<file path="config.mk">
export PLATFORM = sky130hd
export DESIGN_NAME = seq_control_unit_flat
export DESIGN_NICKNAME = d
export VERILOG_FILES = /design/src/rtl/seq_control_unit_pkg.sv /design/src/rtl/seq_control_unit_if.sv /design/src/rtl/seq_control_unit_cu_decode.sv /design/src/rtl/seq_control_unit.sv /design/src/flat_wrapper.sv
export SDC_FILE = /design/constraint.sdc
export NUM_CORES = 1
export LEC_CHECK = 0
export ABC_CLOCK_PERIOD_IN_PS = 3200
export BUFFER_PORTS_ARGS = -buffer_cell sky130_fd_sc_hd__buf_2
export CELL_PAD_IN_SITES_DETAIL_PLACEMENT = 0
export CELL_PAD_IN_SITES_GLOBAL_PLACEMENT = 1
export CORE_MARGIN = 5
export CORE_UTILIZATION = 35
export CTS_CLUSTER_DIAMETER = 120
export DETAILED_ROUTE_END_ITERATION = 10
export GPL_ROUTABILITY_DRIVEN = 0
export PLACE_DENSITY = 0.9
export SLEW_MARGIN = 20
export SYNTH_ARGS = -nofsm -noshare
export SYNTH_HDL_FRONTEND = slang
export SYNTH_SLANG_ARGS = --single-unit
</file>
<file path="constraint.sdc">
create_clock -name clk -period 3.2 [get_ports clk]
set_input_delay 0.16 -clock clk [delete_from_list [all_inputs] [get_ports clk]]
set_output_delay 0.16 -clock clk [all_outputs]
set_load 0.01 [all_outputs]
</file>
<file path="src/rtl/seq_control_unit_pkg.sv">
// Shared definitions for the multi-cycle control unit: default widths,
// opcode values, FSM state encoding and the pc-next selector.
package seq_control_unit_pkg;

  localparam int DEF_DATA_W = 8;
  localparam int DEF_ADDR_W = 8;
  localparam int DEF_SEL_W  = 3;
  localparam int OPC_W      = 8 - DEF_SEL_W;

  localparam logic [OPC_W-1:0] OP_NOP      = 5'b00000;
  localparam logic [OPC_W-1:0] OP_MOV_TO0  = 5'b00001;
  localparam logic [OPC_W-1:0] OP_MOV_FR0  = 5'b00010;
  localparam logic [OPC_W-1:0] OP_ALU      = 5'b00011;
  localparam logic [OPC_W-1:0] OP_LDI      = 5'b00100;
  localparam logic [OPC_W-1:0] OP_JMP      = 5'b00101;
  localparam logic [OPC_W-1:0] OP_JZ       = 5'b00110;
  localparam logic [OPC_W-1:0] OP_HLT      = 5'b11111;

  typedef enum logic [1:0] {
    ST_FETCH = 2'd0,
    ST_EXEC  = 2'd1,
    ST_HALT  = 2'd2
  } state_e;

  typedef enum logic [1:0] {
    PC_HOLD   = 2'd0,
    PC_INC    = 2'd1,
    PC_TARGET = 2'd2
  } pc_sel_e;

  // Instructions whose operand byte is read during EXEC.
  function automatic logic is_two_byte(input logic [OPC_W-1:0] opc);
    return (opc == OP_LDI) || (opc == OP_JMP) || (opc == OP_JZ);
  endfunction

endpackage

</file>
<file path="src/rtl/seq_control_unit_if.sv">
// Control-unit bus: program-memory handshake in, datapath controls out.
interface seq_control_unit_if #(
  parameter int DATA_W = 8,
  parameter int ADDR_W = 8,
  parameter int SEL_W  = 3
);
  logic [7:0]        inst;
  logic              memReady;
  logic              zero;
  logic [ADDR_W-1:0] memAddr;
  logic [SEL_W-1:0]  aluSel;
  logic [SEL_W-1:0]  regInSel;
  logic [SEL_W-1:0]  regOutSel;
  logic              regInEn;
  logic              regOutEn;
  logic              genConst;
  logic [DATA_W-1:0] constOut;
  logic              halted;
  logic              illegal;

  modport master (
    input  inst, memReady, zero,
    output memAddr, aluSel, regInSel, regOutSel, regInEn, regOutEn,
           genConst, constOut, halted, illegal
  );

  modport slave (
    output inst, memReady, zero,
    input  memAddr, aluSel, regInSel, regOutSel, regInEn, regOutEn,
           genConst, constOut, halted, illegal
  );
endinterface

</file>
<file path="src/rtl/seq_control_unit_cu_decode.sv">
// Combinational instruction decode for the EXEC cycle; every output is idle
// unless active is set.
module cu_decode
  import seq_control_unit_pkg::*;
#(
  parameter int DATA_W = DEF_DATA_W,
  parameter int SEL_W  = DEF_SEL_W
) (
  input  logic              active,
  input  logic [7:0]        ir,
  input  logic [7:0]        inst,
  input  logic              mem_ready,
  input  logic              zero,
  output logic [SEL_W-1:0]  alu_sel,
  output logic [SEL_W-1:0]  reg_in_sel,
  output logic [SEL_W-1:0]  reg_out_sel,
  output logic              reg_in_en,
  output logic              reg_out_en,
  output logic              gen_const,
  output logic [DATA_W-1:0] const_val,
  output pc_sel_e           pc_sel,
  output logic              wait_operand,
  output logic              halt,
  output logic              illegal
);

  logic [7-SEL_W:0] opcode;
  logic [SEL_W-1:0] operand_sel;

  assign opcode      = ir[7:SEL_W];
  assign operand_sel = ir[SEL_W-1:0];

  always_comb begin
    // NOTE: every output gets a default before the case so no path can leave
    // one unassigned and infer a latch.
    alu_sel      = '0;
    reg_in_sel   = '0;
    reg_out_sel  = '0;
    reg_in_en    = 1'b0;
    reg_out_en   = 1'b0;
    gen_const    = 1'b0;
    const_val    = '0;
    pc_sel       = PC_HOLD;
    wait_operand = 1'b0;
    halt         = 1'b0;
    illegal      = 1'b0;

    if (active) begin
      wait_operand = is_two_byte(opcode) && !mem_ready;
      case (opcode)
        OP_NOP: ;
        OP_MOV_TO0: begin
          reg_out_sel = operand_sel;
          reg_in_en   = 1'b1;
          reg_out_en  = 1'b1;
        end
        OP_MOV_FR0: begin
          reg_in_sel = operand_sel;
          reg_in_en  = 1'b1;
          reg_out_en = 1'b1;
        end
        OP_ALU: begin
          alu_sel     = operand_sel;
          reg_out_sel = SEL_W'(1);
          reg_in_en   = 1'b1;
          reg_out_en  = 1'b1;
        end
        OP_LDI: if (mem_ready) begin
          reg_in_sel = operand_sel;
          reg_in_en  = 1'b1;
          gen_const  = 1'b1;
          const_val  = DATA_W'(inst);
          pc_sel     = PC_INC;
        end
        OP_JMP: if (mem_ready) pc_sel = PC_TARGET;
        OP_JZ:  if (mem_ready) pc_sel = zero ? PC_TARGET : PC_INC;
        OP_HLT: halt = 1'b1;
        default: illegal = 1'b1;
      endcase
    end
  end

endmodule

</file>
<file path="src/rtl/seq_control_unit.sv">
// Multi-cycle control unit: owns pc, ir and the FETCH/EXEC/HALT sequencer,
// and drives datapath controls through the cu_decode block.
module seq_control_unit
  import seq_control_unit_pkg::*;
#(
  parameter int DATA_W = DEF_DATA_W,
  parameter int ADDR_W = DEF_ADDR_W,
  parameter int SEL_W  = DEF_SEL_W
) (
  input logic                clk,
  input logic                rst,
  seq_control_unit_if.master bus
);

  state_e            state_q, state_d;
  logic [ADDR_W-1:0] pc_q, pc_d;
  logic [7:0]        ir_q, ir_d;

  logic    exec_active;
  pc_sel_e pc_sel;
  logic    wait_operand;
  logic    halt;

  // Reset gates the controls combinationally so an aborted instruction
  // never writes the register file in the reset cycle.
  assign exec_active = (state_q == ST_EXEC) && !rst;

  cu_decode #(
    .DATA_W (DATA_W),
    .SEL_W  (SEL_W)
  ) u_decode (
    .active       (exec_active),
    .ir           (ir_q),
    .inst         (bus.inst),
    .mem_ready    (bus.memReady),
    .zero         (bus.zero),
    .alu_sel      (bus.aluSel),
    .reg_in_sel   (bus.regInSel),
    .reg_out_sel  (bus.regOutSel),
    .reg_in_en    (bus.regInEn),
    .reg_out_en   (bus.regOutEn),
    .gen_const    (bus.genConst),
    .const_val    (bus.constOut),
    .pc_sel       (pc_sel),
    .wait_operand (wait_operand),
    .halt         (halt),
    .illegal      (bus.illegal)
  );

  assign bus.memAddr = pc_q;
  assign bus.halted  = (state_q == ST_HALT) && !rst;

  always_comb begin
    state_d = state_q;
    pc_d    = pc_q;
    ir_d    = ir_q;
    case (state_q)
      ST_FETCH: if (bus.memReady) begin
        ir_d    = bus.inst;
        pc_d    = pc_q + ADDR_W'(1);
        state_d = ST_EXEC;
      end
      ST_EXEC: begin
        if (halt)              state_d = ST_HALT;
        else if (!wait_operand) state_d = ST_FETCH;
        case (pc_sel)
          PC_INC:    pc_d = pc_q + ADDR_W'(1);
          PC_TARGET: pc_d = ADDR_W'(bus.inst);
          default:   ;
        endcase
      end
      ST_HALT: ;
      default: state_d = ST_FETCH;
    endcase
  end

  always_ff @(posedge clk) begin
    // NOTE: state registers use non-blocking assignment so every register
    // samples the pre-edge value of the others.
    if (rst) begin
      state_q <= ST_FETCH;
      pc_q    <= '0;
      ir_q    <= '0;
    end else begin
      state_q <= state_d;
      pc_q    <= pc_d;
      ir_q    <= ir_d;
    end
  end

endmodule

</file>
<file path="src/flat_wrapper.sv">
// flat-port wrapper written by rule: the top's interface ports become plain ports
module seq_control_unit_flat import seq_control_unit_pkg::*;
#(
  parameter int DATA_W = DEF_DATA_W,
  parameter int ADDR_W = DEF_ADDR_W,
  parameter int SEL_W  = DEF_SEL_W
)
  (clk, rst, bus_inst, bus_memReady, bus_zero, bus_memAddr, bus_aluSel, bus_regInSel, bus_regOutSel, bus_regInEn, bus_regOutEn, bus_genConst, bus_constOut, bus_halted, bus_illegal);
  seq_control_unit_if #(.DATA_W(DATA_W), .ADDR_W(ADDR_W), .SEL_W(SEL_W)) bus_i ();
  input logic clk;
  input logic rst;
  input wire logic [$bits(bus_i.inst)-1:0] bus_inst;
  input wire logic [$bits(bus_i.memReady)-1:0] bus_memReady;
  input wire logic [$bits(bus_i.zero)-1:0] bus_zero;
  output wire logic [$bits(bus_i.memAddr)-1:0] bus_memAddr;
  output wire logic [$bits(bus_i.aluSel)-1:0] bus_aluSel;
  output wire logic [$bits(bus_i.regInSel)-1:0] bus_regInSel;
  output wire logic [$bits(bus_i.regOutSel)-1:0] bus_regOutSel;
  output wire logic [$bits(bus_i.regInEn)-1:0] bus_regInEn;
  output wire logic [$bits(bus_i.regOutEn)-1:0] bus_regOutEn;
  output wire logic [$bits(bus_i.genConst)-1:0] bus_genConst;
  output wire logic [$bits(bus_i.constOut)-1:0] bus_constOut;
  output wire logic [$bits(bus_i.halted)-1:0] bus_halted;
  output wire logic [$bits(bus_i.illegal)-1:0] bus_illegal;
  assign bus_i.inst = bus_inst;
  assign bus_i.memReady = bus_memReady;
  assign bus_i.zero = bus_zero;
  assign bus_memAddr = bus_i.memAddr;
  assign bus_aluSel = bus_i.aluSel;
  assign bus_regInSel = bus_i.regInSel;
  assign bus_regOutSel = bus_i.regOutSel;
  assign bus_regInEn = bus_i.regInEn;
  assign bus_regOutEn = bus_i.regOutEn;
  assign bus_genConst = bus_i.genConst;
  assign bus_constOut = bus_i.constOut;
  assign bus_halted = bus_i.halted;
  assign bus_illegal = bus_i.illegal;
  seq_control_unit #(.DATA_W(DATA_W), .ADDR_W(ADDR_W), .SEL_W(SEL_W)) u_core (.clk(clk), .rst(rst), .bus(bus_i));
endmodule
</file>
## Word-level counts from Yosys, hierarchy flattened

Cells that the tools add are included.

| cells by class | value |
|---|---|
| add/subtract/negate cells | 1 |
| equality and inequality tests | 14 |
| multiplexer cells | 35 |
| bitwise gates (word level) | 1 |
| reduce and logical (&&, ||, !) cells | 15 |

Operator list:

| kind | number |
|---|---|
| $mux 8 | 4 |
| $pmux 8 s2 | 2 |
| $eq 5x3->1 const B | 3 |
| $mux 3 | 5 |
| $mux 2 | 7 |
| $mux 1 | 12 |
| $pmux 2 s3 | 2 |
| $pmux 3 s2 | 2 |
| $eq 5x2->1 const B | 2 |
| $add 8x1->8 const B | 1 |
| $reduce_or 8->1 | 1 |
| $ne 3x3->1 const B | 2 |
| $reduce_and 3->1 | 2 |
| $eq 5x1->1 const B | 1 |
| $eq 5x5->1 const B | 1 |
| $logic_not 5->1 | 1 |
| $eq 2x1->1 const B | 2 |
| $eq 2x2->1 const B | 2 |
| $logic_and 1x1->1 | 3 |
| $reduce_or 3->1 | 1 |
| $logic_not 1->1 | 2 |
| $logic_not 2->1 | 1 |
| $logic_or 1x1->1 | 2 |
| $ne 2x2->1 const B | 1 |
| 4 further kinds | 4 |

| storage, ports and cells | value |
|---|---|
| register bits after elaboration | 18 |
| logic and storage cells | 69 |

## Longest topological paths before layout

| logic depth | value |
|---|---|
| depth after elaboration | 8 |
| gate-level depth with buffers | 11 |
| depth with buffers taken out | 8 |

## Hierarchy

From an unflattened synthesis, not the netlist that was laid out.

| unflattened totals | value |
|---|---|
| cell total of the unflattened synthesis | 155 |
| area, all modules | 1337.5 µm² |

By module, submodules not included:

| module | instances | cells each | area each (µm²) | sequential area each (µm²) |
|---|---|---|---|---|
| seq_control_unit | 1 | 95 | 824.5 | 360.3 |
| cu_decode | 1 | 60 | 513.0 | 0.0 |

## Least setup slack after synthesis

Ideal clock, no wire load.

| timing | value |
|---|---|
| path type | register to register |
| from | register u_core.state_q[0] |
| to | register u_core.pc_q[0], in the netlist u_core.bus.memAddr[0] |
| library setup time | 0.075 ns |
| arrival | 2.426 ns |
| data required time | 3.125 ns |
| setup slack | 0.699 ns |
| stages on the path, launching flop included | 8 |
| buffers on the path | 0 |
| period minus slack after synthesis | 2.501 ns |
| cell sequence | dfxtp_1 -> nor3b_4 -> nand4_4 -> a211o_2 -> ha_1 -> a211o_1 -> or3_1 -> a31oi_1 |

| on the way | value |
|---|---|
| word-level cells in the longest chain between the ends | 6 |

RTL lines:

| element | line | source |
|---|---|---|
| start, declared | seq_control_unit.sv:15 | `state_e state_q, state_d;` |
| start signal, assigned | seq_control_unit.sv:85 | `state_q <= state_d;` |
| $eq 2x1->1 | seq_control_unit.sv:26, seq_control_unit.sv:57 |  |
| $logic_and 1x1->1 | seq_control_unit.sv:26 | `assign exec_active = (state_q == ST_EXEC) && !rst;` |
| $mux 2 | seq_control_unit_cu_decode.sv:48 | `if (active) begin` |
| $eq 2x2->1 / $eq 2x1->1 (equally long branches) | seq_control_unit.sv:66 | `case (pc_sel)` |
| $pmux 8 s2 / $ne 3x3->1 (equally long branches) | n/a |  |
| $pmux 8 s2 / $reduce_and 3->1 (equally long branches) | n/a |  |
| end signal, assigned | seq_control_unit.sv:86 | `pc_q <= pc_d;` |
| end, declared | seq_control_unit.sv:16 | `logic [ADDR_W-1:0] pc_q, pc_d;` |

Several ways; a longest one is shown, not always the timed one.
A chain may end at the register's enable or synchronous reset.

## Worst setup path in the final report

Ends and elaborated chain as after synthesis.

==> impl_metrics.toml <==
[synthesis]
seq_area_frac_synth_pct = 30.3
synthTopCellsByCount = "dfxtp_1, nor2_1, and2_1"
synth-seq-cells = 18
synth_simple_gate_area_share_pct = 35.0
ys_warn_count = 0
syn_area_um2 = 1190
synthMuxAreaShare_pct = 9.36
syn_nets = 158
synth_top_family_by_area = "simple AND/OR/NAND/NOR gates"
synth_cells = 144
async_flop_share_pct = 0
synth_compound_area_share_pct = 18.1
yosys-top-cells-area = "dfxtp_1, mux2i_1, and2_1, nor2_1, a21oi_1"
synth.avg_cell_area_um2 = 8.26
synth_top_area_share_pct = 30.3
synth_edf_count = 0
synth_top_area_cell = "dfxtp_1"
synthFlopType = "dfxtp_1"
synth-xor-area-share_pct = 0
ys_types = 42
synth_fa_ha_area_share_pct = 2.10

[worst_hold_path]
worstHoldStart = "bus_inst[5]"
holdCritPathClass = "in2reg"

[floorplanning]
die_area_um2 = 4670
die_x_um = 68.3
die_h_um = 68.3
start_util_pct = 35.9
design.core.area_um2 = 3310
pin_count = 42
rows = 21

[global_routing]
antenna_found_initial = 0
grt_pass1_vias = 1046
gr-usage-all-layers_pct = 14.7
grt_max_degree = 21
grt_overflow = 0
grt_pass1_wl_um = 5200

[routing]
wl_met3_um = 254
dr_wl_met2_um = 1310
maxUsedRoutingLayer = "met4"
antenna_left = 0
drt-total-wl_um = 3170
drcViolationCount = 0
wl_per_cell_um = 13.9
viasPerCell = 5.19
drt_iter0_markers = 99
drtPass1Iterations = 4
m1WireLength_um = 1560
vias = 1184

[timing]
rsz0062_at_grt = "false"
setup_tns_ps = 0
drv_slew = 0
clock_skew_ps = 11.9
finalSetupViolCount = 0
hold_viol_final = 0
tightest_slew_ps = 569
max_freq_mhz = 364
period_share_pct = 85.8
max_slew_margin_pct = 62.0
finalCriticalPeriod_ps = 2750
fin_ws_ps = 455

[cts]
cts_tree = "built"
cts_resized = 0
clock_path_buffers = 2
cts_sinks = 18
cts_root_buf = "clkbuf_4"
postCtsSetupBuffers = 0
cts_max_level = 1
path_clk_slew_ps = 120
cts_buffers = 3
clock_latency_ps = 310
holdBufCountCts = 0

[power]
p_leak_nw = 0.614
ir_drop_mv = 0.158
comb_power_share_pct = 14.7
p_int_w = 0.000334
p_sw_w = 0.000136
power_density_nw_per_um2 = 325
pwr-share-clk_pct = 31.7
swShare_pct = 28.9
p_seq_share_pct = 53.6

[place]
dpl.hpwl_um = 2340
portBuffers = 41
place_area_um2 = 1410
pre_cts_ws_ps = 425

[finish]
multiInputGateArea_um2 = 768
syn2layout_area_growth_pct = 21.6
layout.area.seq_um2 = 360
finalNetCount = 197
diodes = 0
design_area_um2 = 1450
fillers = 364
drive_above_1_share_pct = 31.9

[worst_setup_path]
cp_max_fo = 9
crit_path_start = "u_core.state_q[0]$_SDFFE_PP0P_"
crit_path_cell_trace = "nor3b_4, nand4_4, a211o_2, ha_1, a211o_1, or3_1, a31oi_1"
worstSetupPathType = "reg2reg"
reg2reg_slack_ps = 450
r2r_start = "u_core.state_q[0]$_SDFFE_PP0P_"
required_ps = 3450
cp.arrival_ps = 3000
worstSetupStartpointType = "register"
end_kind = "register"
cp_slowest_stage_delay_ps = 500
crit_slowest_cell = "dfxtp_1"

[run_status]
status = "complete, no violations"

[run]
maxCapViolations = 0
-- critical path: cells and delay by family (launching register included) --
family | cells | cell delay [ps]
AO/OA/AOI/OAI | 3 | 880
adder cells (fa/ha/maj) | 1 | 320
flip-flops | 1 | 500
AND/OR/NAND/NOR | 3 | 1010
-- sequential cells by signal, indices dropped and copies added, names as in the netlist --
register and cells:
u_core.bus.memAddr 8, u_core.ir_q 8, u_core.state_q 2
-- area by class of cell --
class                           instances  share of cell area, %
Tap cell                               46                   3.98
Clock buffer                            4                   2.51
Sequential cell                        18                   24.9
Multi-Input combinational cell        115                   53.1
Timing Repair Buffer                   42                   14.7
Inverter                                3                  0.779
-- per-layer routing --
metal  global-route usage, %  up-vias
met3                    4.93       10
met5                       0        -
met2                    21.4       43
met1                    21.1      530
met4                    2.23        0
li1                        -      601
-- metrics by stage --
stage / cells / total power, W / hold slack [ps] / util (%)
after CTS: 228 / 0.000472 / 105 / 43.7
after global placement: 224 / 0.000326 / 430 / 42.6
final: 228 / 0.000470 / 103 / 43.7
after global routing: 228 / 0.000496 / 113 / 43.7
after floorplan: 144 / 0.000301 / 307 / -
after detailed placement: 224 / 0.000326 / 435 / 42.6
-- placed cells by master, fill, tap and decap left out, types with 2 or more instances in the layout --
master / Yosys / layout
a211oi_1: 3 / 3
a21oi_1: 9 / 9
a31o_2: 2 / 2
a41oi_1: 3 / 3
and2_1: 13 / 13
and3_2: 2 / 2
buf_2: 3 / 41
clkbuf_4: 0 / 3
dfxtp_1: 18 / 18
ha_1: 2 / 2
inv_1: 3 / 3
mux2i_1: 10 / 10
nand2_1: 7 / 7
nand3_1: 4 / 4
nand4_1: 2 / 2
nor2_1: 18 / 18
nor2b_1: 3 / 3
nor3b_1: 3 / 3
nor4_1: 3 / 3
nor4b_1: 2 / 2
o21ai_0: 8 / 8
o21ai_1: 2 / 2
or3_1: 2 / 2
-- path summary, 6_finish.rpt --
kind	end	depth (start not counted)
min	u_core.ir_q[5]$_SDFFE_PP0P_	3
min reg2reg	u_core.bus.memAddr[7]$_SDFFE_PP0P_	2
max	u_core.bus.memAddr[0]$_SDFFE_PP0P_	7
max reg2reg	u_core.bus.memAddr[0]$_SDFFE_PP0P_	7
-- power groups by stage --
stage | sequential, W | clock, W | combinational [W]
finish | 0.000252 | 0.000149 | 0.0000692
CTS | 0.000251 | 0.000150 | 0.0000702
floorplan | 0.000249 | 0 | 0.0000522
global placement | 0.000256 | 0 | 0.0000702
global route | 0.000255 | 0.000164 | 0.0000775
detailed placement | 0.000256 | 0 | 0.0000699
-- kinds of logic (layout without fill, tap and decap cells) --
group                    count (synthesis)  count (layout)
adder cells (fa/ha/maj)                  2               2
AND/OR/NAND/NOR                         69              69
buffers and inverters                   11              49
multiplexers                            11              11
AO/OA/AOI/OAI                           33              33
flip-flops                              18              18
Note: power is estimated with default switching activity, not from simulation.
